**config.mk**
```make
export PLATFORM = sky130hd
export DESIGN_NAME = regbank_debug_dumper
export DESIGN_NICKNAME = d
export VERILOG_FILES = /design/src/rtl/regbank_debug_dumper_pkg.sv /design/src/rtl/regbank_debug_dumper.sv
export SDC_FILE = /design/constraint.sdc
export NUM_CORES = 1
export LEC_CHECK = 0
export CAP_MARGIN = 20
export CORE_MARGIN = 2
export CORE_UTILIZATION = 45
export DETAILED_ROUTE_END_ITERATION = 8
export HOLD_SLACK_MARGIN = 0.03
export PLACE_DENSITY = 0.8
export SETUP_SLACK_MARGIN = 0.3
export SYNTH_ARGS = -nofsm -noshare
export SYNTH_HDL_FRONTEND = slang
export SYNTH_SLANG_ARGS = --single-unit
```
**constraint.sdc**
```tcl
create_clock -name clock -period 2.75 [get_ports clock]
set_input_delay 0.4125 -clock clock [delete_from_list [all_inputs] [get_ports clock]]
set_output_delay 0.4125 -clock clock [all_outputs]
set_load 0.01 [all_outputs]
```
**src/rtl/regbank_debug_dumper_pkg.sv**
```systemverilog
// Shared definitions for the register-bank debug dumper: FSM encoding and default geometry.
package regbank_debug_dumper_pkg;

  localparam int unsigned DEF_ADDR_BITS  = 5;
  localparam int unsigned DEF_WORD_WIDE  = 32;
  localparam int unsigned DEF_BYTE_BITS  = 8;
  localparam int unsigned BYTES_PER_WORD = DEF_WORD_WIDE / DEF_BYTE_BITS;

  typedef enum logic [1:0] {
    IDLE  = 2'd0,
    LATCH = 2'd1,
    SEND  = 2'd2,
    DONE  = 2'd3
  } dumpState_e;

endpackage : regbank_debug_dumper_pkg

```
**src/rtl/regbank_debug_dumper.sv**
```systemverilog
// Walks every register through the bank debug read port and streams each word
// out MSB byte first over a valid/ready handshake toward the debug UART TX.
module regbank_debug_dumper
  import regbank_debug_dumper_pkg::*;
#(
  parameter int unsigned ADDR_BITS = DEF_ADDR_BITS,
  parameter int unsigned WORD_WIDE = DEF_WORD_WIDE,
  parameter int unsigned BYTE_BITS = DEF_BYTE_BITS
) (
  input  logic                 clock,
  input  logic                 reset,
  input  logic                 start,
  output logic [ADDR_BITS-1:0] dbg_addr,
  input  logic [WORD_WIDE-1:0] dbg_data,
  output logic [BYTE_BITS-1:0] tx_data,
  output logic                 tx_valid,
  input  logic                 tx_ready,
  output logic                 busy,
  output logic                 done
);

  localparam int unsigned WORD_BYTES = WORD_WIDE / BYTE_BITS;
  localparam int unsigned CNT_BITS   = (WORD_BYTES > 1) ? $clog2(WORD_BYTES) : 1;
  localparam logic [CNT_BITS-1:0]  LAST_BYTE = CNT_BITS'(WORD_BYTES - 1);
  localparam logic [ADDR_BITS-1:0] LAST_ADDR = '1;

  dumpState_e           state;
  dumpState_e           nextState;
  logic [ADDR_BITS-1:0] addrQ;
  logic [ADDR_BITS-1:0] nextAddr;
  logic [WORD_WIDE-1:0] shiftReg;
  logic [WORD_WIDE-1:0] nextShift;
  logic [CNT_BITS-1:0]  byteCount;
  logic [CNT_BITS-1:0]  nextCount;
  logic                 validQ;
  logic                 busyQ;
  logic                 doneQ;
  logic                 nextValid;
  logic                 nextBusy;
  logic                 nextDone;
  logic                 xferC;

  // State, datapath and registered outputs; reset aborts any dump in flight.
  always_ff @(posedge clock or negedge reset) begin
    if (!reset) begin
      state     <= IDLE;
      addrQ     <= '0;
      shiftReg  <= '0;
      byteCount <= '0;
      validQ    <= 1'b0;
      busyQ     <= 1'b0;
      doneQ     <= 1'b0;
    end else begin
      state     <= nextState;
      addrQ     <= nextAddr;
      shiftReg  <= nextShift;
      byteCount <= nextCount;
      validQ    <= nextValid;
      busyQ     <= nextBusy;
      doneQ     <= nextDone;
    end
  end

  // Next-state logic; outputs are derived from the next state so they line up with it.
  always_comb begin
    nextState = state;
    nextAddr  = addrQ;
    nextShift = shiftReg;
    nextCount = byteCount;
    xferC     = validQ && tx_ready;

    unique case (state)
      IDLE: begin
        if (start) begin
          nextAddr  = '0;
          nextState = LATCH;
        end
      end
      LATCH: begin
        nextShift = dbg_data;
        nextCount = '0;
        nextState = SEND;
      end
      SEND: begin
        if (xferC) begin
          nextShift = shiftReg << BYTE_BITS;
          nextCount = byteCount + CNT_BITS'(1);
          if (byteCount == LAST_BYTE) begin
            // Terminal check precedes the increment so the address never wraps.
            if (addrQ == LAST_ADDR) begin
              nextState = DONE;
            end else begin
              nextAddr  = addrQ + ADDR_BITS'(1);
              nextState = LATCH;
            end
          end
        end
      end
      DONE: begin
        nextState = IDLE;
      end
      default: begin
        nextState = IDLE;
      end
    endcase

    nextValid = (nextState == SEND);
    nextBusy  = (nextState == LATCH) || (nextState == SEND);
    nextDone  = (nextState == DONE);
  end

  assign dbg_addr = addrQ;
  assign tx_data  = shiftReg[WORD_WIDE-1 -: BYTE_BITS];
  assign tx_valid = validQ;
  assign busy     = busyQ;
  assign done     = doneQ;

endmodule : regbank_debug_dumper

```
* Yosys cells after proc, flatten, opt, wreduce, memory -nomap -nowiden
Index checks and enable logic that the tools add are counted.
Operators by class: add/sub/neg operators 2, equal/unequal tests 12, multiplexer cells 14, reductions and logical operators 7
Operators with widths (number):
- $pmux 32 s2 | 1
- $mux 32 | 1
- $mux 5 | 4
- $eq 2x2->1 const B | 5
- $mux 2 | 5
- $pmux 5 s2 | 1
- $ne 2x2->1 const B | 4
- $pmux 2 s4 | 1
- $add 5x1->5 const B | 1
- $eq 5x5->1 const B | 1
- $reduce_and 5->1 | 1
- $eq 2x1->1 const B | 2
- $pmux 2 s2 | 1
- $reduce_bool 2->1 | 2
- $add 2x1->2 const B | 1
- $logic_not 2->1 | 1
- $reduce_and 2->1 | 1
- $logic_and 1x1->1 | 1
- $logic_or 1x1->1 | 1
Word-level totals: bits in registers 44, logic and storage cells 42

* Depth between registers and ports, before layout
Gate-level depths: netlist of run 1.
depth in word-level cells 7, mapped depth 7

* Worst setup path before layout of run 1
OpenSTA, ideal clock, no wires.
kind register to register, start register addrQ[0], in the netlist dbg_addr[0], end register addrQ[0], in the netlist dbg_addr[0], library setup time 0.069 ns, data arrival time 2.002 ns, data required time 2.681 ns, slack 0.679 ns, cell stages (with the launch flop) 7, period minus slack after synthesis 2.071 ns, path through dfrtp_1 ha_1 and3_1 ha_1 nand4b_1 or4b_2 nand3_1
On the way: cells in the longest elaborated chain, start to end 5, elaborated cells between the ends (all ways) 8
RTL lines:
- start: declaration | line regbank_debug_dumper.sv:29 | logic [ADDR_BITS-1:0] addrQ;
- start signal: assignment | line regbank_debug_dumper.sv:55 | addrQ <= nextAddr;
- $add 5x1->5 | line regbank_debug_dumper.sv:93 | nextAddr = addrQ + ADDR_BITS'(1);
- $mux 5 | line regbank_debug_dumper.sv:90 | if (addrQ == LAST_ADDR) begin
- $mux 5 | line regbank_debug_dumper.sv:88 | if (byteCount == LAST_BYTE) begin
- $mux 5 | line regbank_debug_dumper.sv:85 | if (xferC) begin
- $pmux 5 s2 | line regbank_debug_dumper.sv:72 | unique case (state)
Parallel ways exist; a longest one is shown, timed or not. The select of a mux whose other input is x is not followed. A chain may end at the register's enable or synchronous reset.

* Worst setup path in the final report of run 1
Same ends and word-level chain as after synthesis.

==> out/metrics.cfg, run 1 <==
[cts]
cts.hold.buffers_added = 0
root_buffer = clkbuf_8
cts_tree = yes
clock_latency_ns = 0.29
cts-buffers-inserted = 5
cts_repair_resize_count = 0
clkTransAtPathRegs_ns = 0.08
ctsHtreeMaxLevel = 2
post_cts.repair.setup_buffers = 0
ctsLongestPathBuffers = 2
cts_num_sinks = 44

[placed_design]
dpl.cell_count = 271
dp_hpwl_um = 2950
place_congestion = 0.826
place_worst_setup_slack_ns = 0.550
port_buffers = 51

[pwr]
irDropWorstVdd_v = 0.000471
power_leakage_nw = 1.30
power_density_mw_per_mm2 = 990

[finish]
drive_above_1_share = 0.300
num_antenna_cells = 0
finish.cell_count_without_fillers = 280
design.final.nets = 254
layout.core_utilization = 0.605
syn_to_final_growth_pct = 28.0

[yosys]
most_area_consuming_cells_after_synthesis = dfrtp_1, mux2_2, mux2_4, a22o_1, ha_1
syn-num-nets = 207
post_synth_num_cell_types = 30
synth.top_cells.by_count = dfrtp_1, mux2_2, mux2_4
async_set_or_reset_register_ratio_after_synthesis = 1.00
synth_largest_type_area_fraction = 0.487
synthesis.area_per_instance_um2 = 13.6
synth_top_area_cell = dfrtp_1
ys_ff_latch = 44
synth-seq-area-share = 0.487
yosys_warnings = 0
ys_dominant_reg_cell = dfrtp_1
netlist_instances = 166
number_of_enable_type_register_cells_in_the_synthesized_netlist = 0
synth.most_common_cell = dfrtp_1
syn-cell-area_mm2 = 0.00226

[timing]
finalSetupViolCount = 0
totalNegativeSetupSlack_ns = 0
finClkSkew_ns = 0.00368
final.setup.worst_slack_ns = 0.511
fmax_mhz = 447
layout_worst_path_cycle_share = 0.814
final-max-slew-violation-count = 0
worst_hold_slack_ns = 0.477
max_slew.worst_pin.slew_ns = 0.687
timing.max_slew.rel_slack = 0.542
rsz0062_at_grt = false
report.final.hold_viol_count = 0
layout_min_cycle_time_ns = 2.24

[global_route]
maximum_number_of_pins_on_one_net_before_global_route_repair = 45
gr-total-overflow = 0
wire_length_of_the_first_global_routing_pass_um = 6730
track_usage = 0.161
grt_pass1_vias = 1398
antenna_violations_before_repair = 0

[floorplanning]
row_count = 25
floorplan.io_pins = 52
fp.dieW_um = 74.9
dieArea_mm2 = 0.00561
floorplan.die.height_um = 74.9
core_area_mm2 = 0.00479
floorplan.initialDensity = 0.473

[worst_setup_path]
critical_path_peak_fanout = 7
cp.required_ns = 2.98
cp_data_arrival_time_ns = 2.47
critical_path.endpoint_type = flip-flop
worst-setup-path-type = reg2reg
worst_setup_path_start_kind = flip-flop

[status]
status = finished clean

[route]
drt-wirelength-per-cell_um = 15.4
detail_route.first_pass.iterations = 4
postRouteAntennaNets = 0
detailedRoute.firstIterationViolations = 68
routed_via_density = 5.15
drcViolationCount = 0
dr_total_vias = 1441
post_detailed_routing_wire_length_um = 4310

[job]
max_cap_violations = 0

[worst_hold_path]
worst_hold_path_class = in2async

## metal layers
metal | wire length (um) | GRT usage
met1 | 1990 | 0.226
met2 | 2080 | 0.242
met3 | 186 | 0.0509
met4 | 55 | 0.0476
met5 | 0 | 0
## power by group
part | internal [W] | switching, W
sequential | 0.000932 | 0.000170
combinational | 0.000853 | 0.000482
clock | 0.000224 | 0.000205
## worst paths after layout
path	slack (ns)	depth (start not counted)	end	from
worst max-delay path	0.51	6	dbg_addr[0]	dbg_addr[0]
worst min-delay path	0.48	2	shiftReg[13]	reset
worst max register to register	0.51	6	dbg_addr[0]	dbg_addr[0]
worst min register to register	0.49	1	shiftReg[7]	shiftReg[7]
max in group asynchronous	1.85	3	shiftReg[17]	reset
min in group clock	0.49	1	shiftReg[7]	shiftReg[7]
## sequential cells by signal, indices dropped and copies added, names as in the netlist
| signal | count |
|---|---|
| state | 2 |
| busy | 1 |
| shiftReg | 32 |
| done | 1 |
| tx_valid | 1 |
| byteCount | 2 |
| dbg_addr | 5 |
## worst max-delay path: stages, from the launching register on
cell      delay [ns]
dfrtp_1         0.44
ha_1            0.24
and3_1          0.20
ha_1            0.19
nand4b_1        0.32
or4b_2          0.67
nand3_1         0.11
## placed cells by master (no fill, tap or decap), types with 2 or more instances in the layout
cell	instances
nand3b_1	2
nand2_1	5
buf_12	2
buf_4	3
dfrtp_1	44
mux2_4	20
o21ai_0	2
nand4b_1	3
and4b_1	2
mux2_2	29
clkdlybuf4s50_1	50
ha_1	5
inv_1	2
a21o_1	3
a22o_1	8
clkbuf_8	7
nand2b_1	2
a21oi_1	2
nor2b_1	2
nand3_1	8
## area by class of cell
type	count	area (um^2)
Fill cell	425	1890
Sequential cell	44	1100
Multi-Input combinational cell	103	1030
Timing Repair Buffer	57	578
Clock buffer	7	96.3
Tap cell	67	83.8
Inverter	2	7.51
## logic make-up after synthesis
logic type,Yosys count,synth area share
AO/OA/AOI/OAI,20,0.0680
flip-flops,44,0.487
AND/OR/NAND/NOR,29,0.0808
adder cells (fa/ha/maj),5,0.0277
multiplexers,49,0.277
buffers and inverters,19,0.0597
## through the flow
| step | cell area (um^2) | power (W) |
|---|---|---|
| after floorplan | 2260 | 0.00215 |
| after global placement | 2770 | 0.00242 |
| after detailed placement | 2770 | 0.00245 |
| after CTS | 2870 | 0.00290 |
| after global routing | 2900 | 0.00306 |
| final | 2900 | 0.00287 |
No activity file was read; power rests on OpenSTA's default activity.
==> inputs of run 2 (changes only) <==
==> constraint.sdc (replaced) <==
create_clock -name clock -period 2.3 [get_ports clock]
set_input_delay 0.345 -clock clock [delete_from_list [all_inputs] [get_ports clock]]
set_output_delay 0.345 -clock clock [all_outputs]
set_load 0.01 [all_outputs]
==> out/metrics.cfg, run 2 (synthesized netlist as in run 1, its figures left out) <==
[status]
status = finished clean

[timing]
final.setup.worst_slack_ns = 0.363
fmax_mhz = 516
final-max-slew-violation-count = 0
layout_worst_path_cycle_share = 0.842
finalSetupViolCount = 0
totalNegativeSetupSlack_ns = 0
rsz0062_at_grt = false
report.final.hold_viol_count = 0
timing.max_slew.rel_slack = 0.429
finClkSkew_ns = 0.00861
max_slew.worst_pin.slew_ns = 0.856
layout_min_cycle_time_ns = 1.94

[cts]
clkTransAtPathRegs_ns = 0.08
cts-buffers-inserted = 5
cts_num_sinks = 44
root_buffer = clkbuf_8
cts_tree = yes
ctsLongestPathBuffers = 2
ctsHtreeMaxLevel = 2
clock_latency_ns = 0.30
cts.hold.buffers_added = 0

[worst_setup_path]
crit_path_frequent_cell = ha_2
critPathMaxStageDelay_ns = 0.55
critical_path_peak_fanout = 4
worst-setup-path-type = reg2reg
cp.required_ns = 2.53
worstReg2RegEnd = dbg_addr[0]
critical_path.endpoint_type = flip-flop
worstSetupStartpoint = dbg_addr[1]
cp_data_arrival_time_ns = 2.17
timing.critical_path.slowest_stage_cell = or4b_4
timing.reg2reg.worst_path_depth = 6
path_cells = ha_2 > and3_4 > ha_2 > nand4b_1 > or4b_4 > nand3_1
worst_setup_path_start_kind = flip-flop
crit-reg2reg-launch = dbg_addr[1]
rrSetupSlack_ns = 0.36

[global_route]
gr-total-overflow = 0
antenna_violations_before_repair = 0
grt_pass1_vias = 1420
maximum_number_of_pins_on_one_net_before_global_route_repair = 40
wire_length_of_the_first_global_routing_pass_um = 7000
track_usage = 0.168

[floorplanning]
floorplan.initialDensity = 0.473
core_area_mm2 = 0.00479
fp.dieW_um = 74.9
floorplan.die.height_um = 74.9
dieArea_mm2 = 0.00561
floorplan.io_pins = 52
row_count = 25

[placed_design]
place_worst_setup_slack_ns = 0.222
port_buffers = 51
place_congestion = 0.790
dp_hpwl_um = 2970

[route]
drt-wirelength-per-cell_um = 15.3
detailedRoute.firstIterationViolations = 67
routed_via_density = 5.16
dr_total_vias = 1492
drcViolationCount = 0
detail_route.first_pass.iterations = 4
postRouteAntennaNets = 0
post_detailed_routing_wire_length_um = 4420

[finish]
largest_reg_flops = 32
drive_above_1_share = 0.351
syn_to_final_growth_pct = 31.7
num_antenna_cells = 0
layout_common_cells = clkdlybuf4s50_1, dfrtp_1, mux2_2, mux2_4, buf_4
most_frequent_standard_cell_in_the_layout_excluding_fill_and_tap_cells = clkdlybuf4s50_1
largest-register = shiftReg
design.final.nets = 262

[job]
max_cap_violations = 0

[pwr]
power_density_mw_per_mm2 = 1200
irDropWorstVdd_v = 0.000609
power_leakage_nw = 1.34

[worst_hold_path]
worst_hold_path_class = in2async

==> run 2: cell types whose count changed in the layout (fill, tap and decap cells not counted), sizes merged <==
cell and change:
buf +9, bufinv +1, clkbuf -1, clkinv +1
dlygate4sd3 -1
==> run 2: critical path, delay by kind of cell (launching register included) <==
family / cells / cell delay, ns
simple gates: 4 / 1.08
flops: 1 / 0.42
fa+ha+maj: 2 / 0.37
==> run 2: how the worst max path moves through the flow <==
stage / to / slack (ns)
global route: dbg_addr[0] / 0.30
detailed placement: dbg_addr[0] / 0.22
global placement: dbg_addr[0] / 0.26
finish: dbg_addr[0] / 0.36
floorplan: dbg_addr[0] / 0.36
CTS: dbg_addr[0] / 0.34
==> run 2: cell type report <==
class	instances	area, um^2
multi-input combinational	103	1040
clock buffer	6	82.6
clock inverter	2	38.8
fill	355	1810
tap	67	83.8
inverter	2	7.51
timing repair buffer	65	623
sequential	44	1100
==> run 2: where the power goes <==
| part | leakage, nW | switching (W) | internal, W |
|---|---|---|---|
| Clock | 0.0614 | 0.000265 | 0.000355 |
| Sequential | 0.547 | 0.000223 | 0.00111 |
| Combinational | 0.729 | 0.000571 | 0.00104 |
| Total | 1.34 | 0.00106 | 0.00251 |
==> run 2: per-layer routing <==
| metal | global-route usage | vias up | part of all wire |
|---|---|---|---|
| met5 | 0 | - | 0 |
| met1 | 0.248 | 744 | 0.49 |
| li1 | - | 712 | - |
| met2 | 0.237 | 30 | 0.46 |
| met4 | 0.0655 | 0 | 0.016 |
| met3 | 0.0415 | 6 | 0.036 |
==> run 2: per-stage QoR <==
stage                     std cells  instance area (um^2)  hold WS [ns]  power (W)   util
after floorplan                 166                  2270        0.0494    0.00257      -
after global placement          274                  2800         0.479    0.00292  0.584
after detailed placement        274                  2800         0.485    0.00295  0.584
after CTS                       284                  2930         0.178    0.00359  0.613
after global routing            289                  2980         0.222    0.00379  0.623
final                           289                  2980         0.149    0.00357  0.623
==> run 2: timing repair <==
item / CTS / global route
pin swaps: 0 / 3
endpoints found under the setup margin: 2 / 5
setup buffers: 2 / 5
resized for setup: 0 / 4
==> inputs of run 3 (changes only) <==
--- a/config.mk
+++ b/config.mk
@@ -10,7 +10,7 @@
 export CORE_UTILIZATION = 45
 export DETAILED_ROUTE_END_ITERATION = 8
 export HOLD_SLACK_MARGIN = 0.03
-export PLACE_DENSITY = 0.8
+export PLACE_DENSITY = 0.83
 export SETUP_SLACK_MARGIN = 0.3
 export SYNTH_ARGS = -nofsm -noshare
 export SYNTH_HDL_FRONTEND = slang
==> constraint.sdc (replaced) <==
create_clock -name clock -period 1.6 [get_ports clock]
set_input_delay 0.24 -clock clock [delete_from_list [all_inputs] [get_ports clock]]
set_output_delay 0.24 -clock clock [all_outputs]
set_load 0.01 [all_outputs]
==> out/metrics.cfg, run 3 (synthesized netlist as in run 1, its figures left out) <==
[status]
status = complete, but fails checks
failing_checks = negative setup slack

[route]
drcViolationCount = 0
postRouteAntennaNets = 0
post_detailed_routing_wire_length_um = 4490
detailedRoute.firstIterationViolations = 54
routed_via_density = 5.07
drt-wirelength-per-cell_um = 15.1
detail_route.first_pass.iterations = 4
dr_total_vias = 1512

[worst_hold_path]
worst_hold_path_class = in2async

[timing]
totalNegativeSetupSlack_ns = -1.12
worst_hold_slack_ns = 0.441
fmax_mhz = 538
final.setup.worst_slack_ns = -0.259
max_slew.worst_pin.slew_ns = 0.426
timing.max_slew.rel_slack = 0.715
final-max-slew-violation-count = 0
finClkSkew_ns = 0.00701
layout_worst_path_cycle_share = 1.16
finalSetupViolCount = 7
report.final.hold_viol_count = 0
rsz0062_at_grt = true
layout_min_cycle_time_ns = 1.86

[cts]
cts-buffers-inserted = 5
cts_num_sinks = 44
ctsLongestPathBuffers = 2
clkTransAtPathRegs_ns = 0.08
clock_latency_ns = 0.30
cts_tree = yes
ctsHtreeMaxLevel = 2
root_buffer = clkbuf_8

[global_route]
gr-total-overflow = 0
antenna_violations_before_repair = 0
grt_pass1_vias = 1640
maximum_number_of_pins_on_one_net_before_global_route_repair = 45
wire_length_of_the_first_global_routing_pass_um = 7660
track_usage = 0.184

[finish]
largest_reg_flops = 32
drive_above_1_share = 0.429
largest-register = shiftReg
syn_to_final_growth_pct = 40.8
most_frequent_standard_cell_in_the_layout_excluding_fill_and_tap_cells = mux2_4
num_antenna_cells = 0
layout_common_cells = mux2_4, dfrtp_1, clkdlybuf4s50_1, buf_4, dlygate4sd2_1
design.final.nets = 271

[worst_setup_path]
path_delay_family = simple AND/OR/NAND/NOR gates
timing.critical_path.slowest_stage_cell = or4b_4
rrSetupSlack_ns = -0.26
worstReg2RegEnd = dbg_addr[0]
cp_data_arrival_time_ns = 2.09
worst-setup-path-type = reg2reg
crit-reg2reg-launch = dbg_addr[1]
cp.required_ns = 1.84
timing.reg2reg.worst_path_depth = 6
critical_path_peak_fanout = 4
critical_path.endpoint_type = flip-flop
buffers_plus_inverters_on_the_worst_setup_path = 0
critPathMaxStageDelay_ns = 0.56
crit_path_frequent_cell = ha_4
path_cells = ha_4 > and3_4 > ha_4 > nand4b_1 > or4b_4 > nand3_2
worst_setup_path_start_kind = flip-flop

[floorplanning]
dieArea_mm2 = 0.00561
core_area_mm2 = 0.00479
row_count = 25
floorplan.initialDensity = 0.473
fp.dieW_um = 74.9
floorplan.io_pins = 52
floorplan.die.height_um = 74.9

[placed_design]
place_congestion = 0.728
port_buffers = 51
dp_hpwl_um = 3170
place_worst_setup_slack_ns = -0.252

[pwr]
power_leakage_nw = 1.53
irDropWorstVdd_v = 0.00108
power_density_mw_per_mm2 = 1680

[job]
max_cap_violations = 0

## run 3: what timing repair did
item | in CTS | in global routing
setup endpoints to repair | 57 | 43
buffers inserted | 2 | 1
gates resized for setup | 37 | 2
pin swaps | 5 | 2
hold endpoints to repair | 44 | 0
hold buffers | 1 | 0
## run 3: layout make-up
class | count | area, um^2
fillers | 328 | 1600
multi-input cells | 103 | 1190
flip-flops and latches | 44 | 1100
repair buffers | 74 | 687
well taps | 67 | 83.8
clock buffers | 5 | 68.8
clock inverters | 3 | 42.5
inverters | 2 | 7.51
## run 3: worst min-delay path, delay by kind of cell
kind	cells	cell delay (ns)
buffers and inverters	3	0.87
## run 3: routing by layer
layer	wire (um)	share of wire	track usage
met1	1980	0.44	0.227
met2	2290	0.51	0.318
met3	168	0.037	0.0428
met4	48	0.011	0.0575
met5	0	0	0
## run 3: how the worst max path moves through the flow
stage,from,to,slack [ns],depth (start not counted)
floorplan,dbg_addr[0],dbg_addr[0],-0.29,6
detailed placement,dbg_addr[1],dbg_addr[3],-0.25,7
finish,dbg_addr[1],dbg_addr[0],-0.26,6
CTS,dbg_addr[1],busy,-0.24,7
global placement,dbg_addr[1],dbg_addr[0],-0.20,6
global route,dbg_addr[1],busy,-0.34,7
## run 3: metrics by stage
stage          instances  cell area [um^2]   util  total power, W
6_report             298              3190  0.666         0.00536
5_1_grt              298              3190  0.666         0.00571
4_1_cts              297              3170  0.663         0.00542
3_5_place_dp         286              3050  0.637         0.00464
3_3_place_gp         286              3050  0.637         0.00455
2_1_floorplan        166              2420      -         0.00402
## run 3: power breakdown
group          switching (W)  leakage [nW]  internal [W]  total (W)
sequential          0.000296         0.544       0.00160    0.00190
clock               0.000380        0.0541      0.000462   0.000842
combinational       0.000942         0.933       0.00168    0.00262
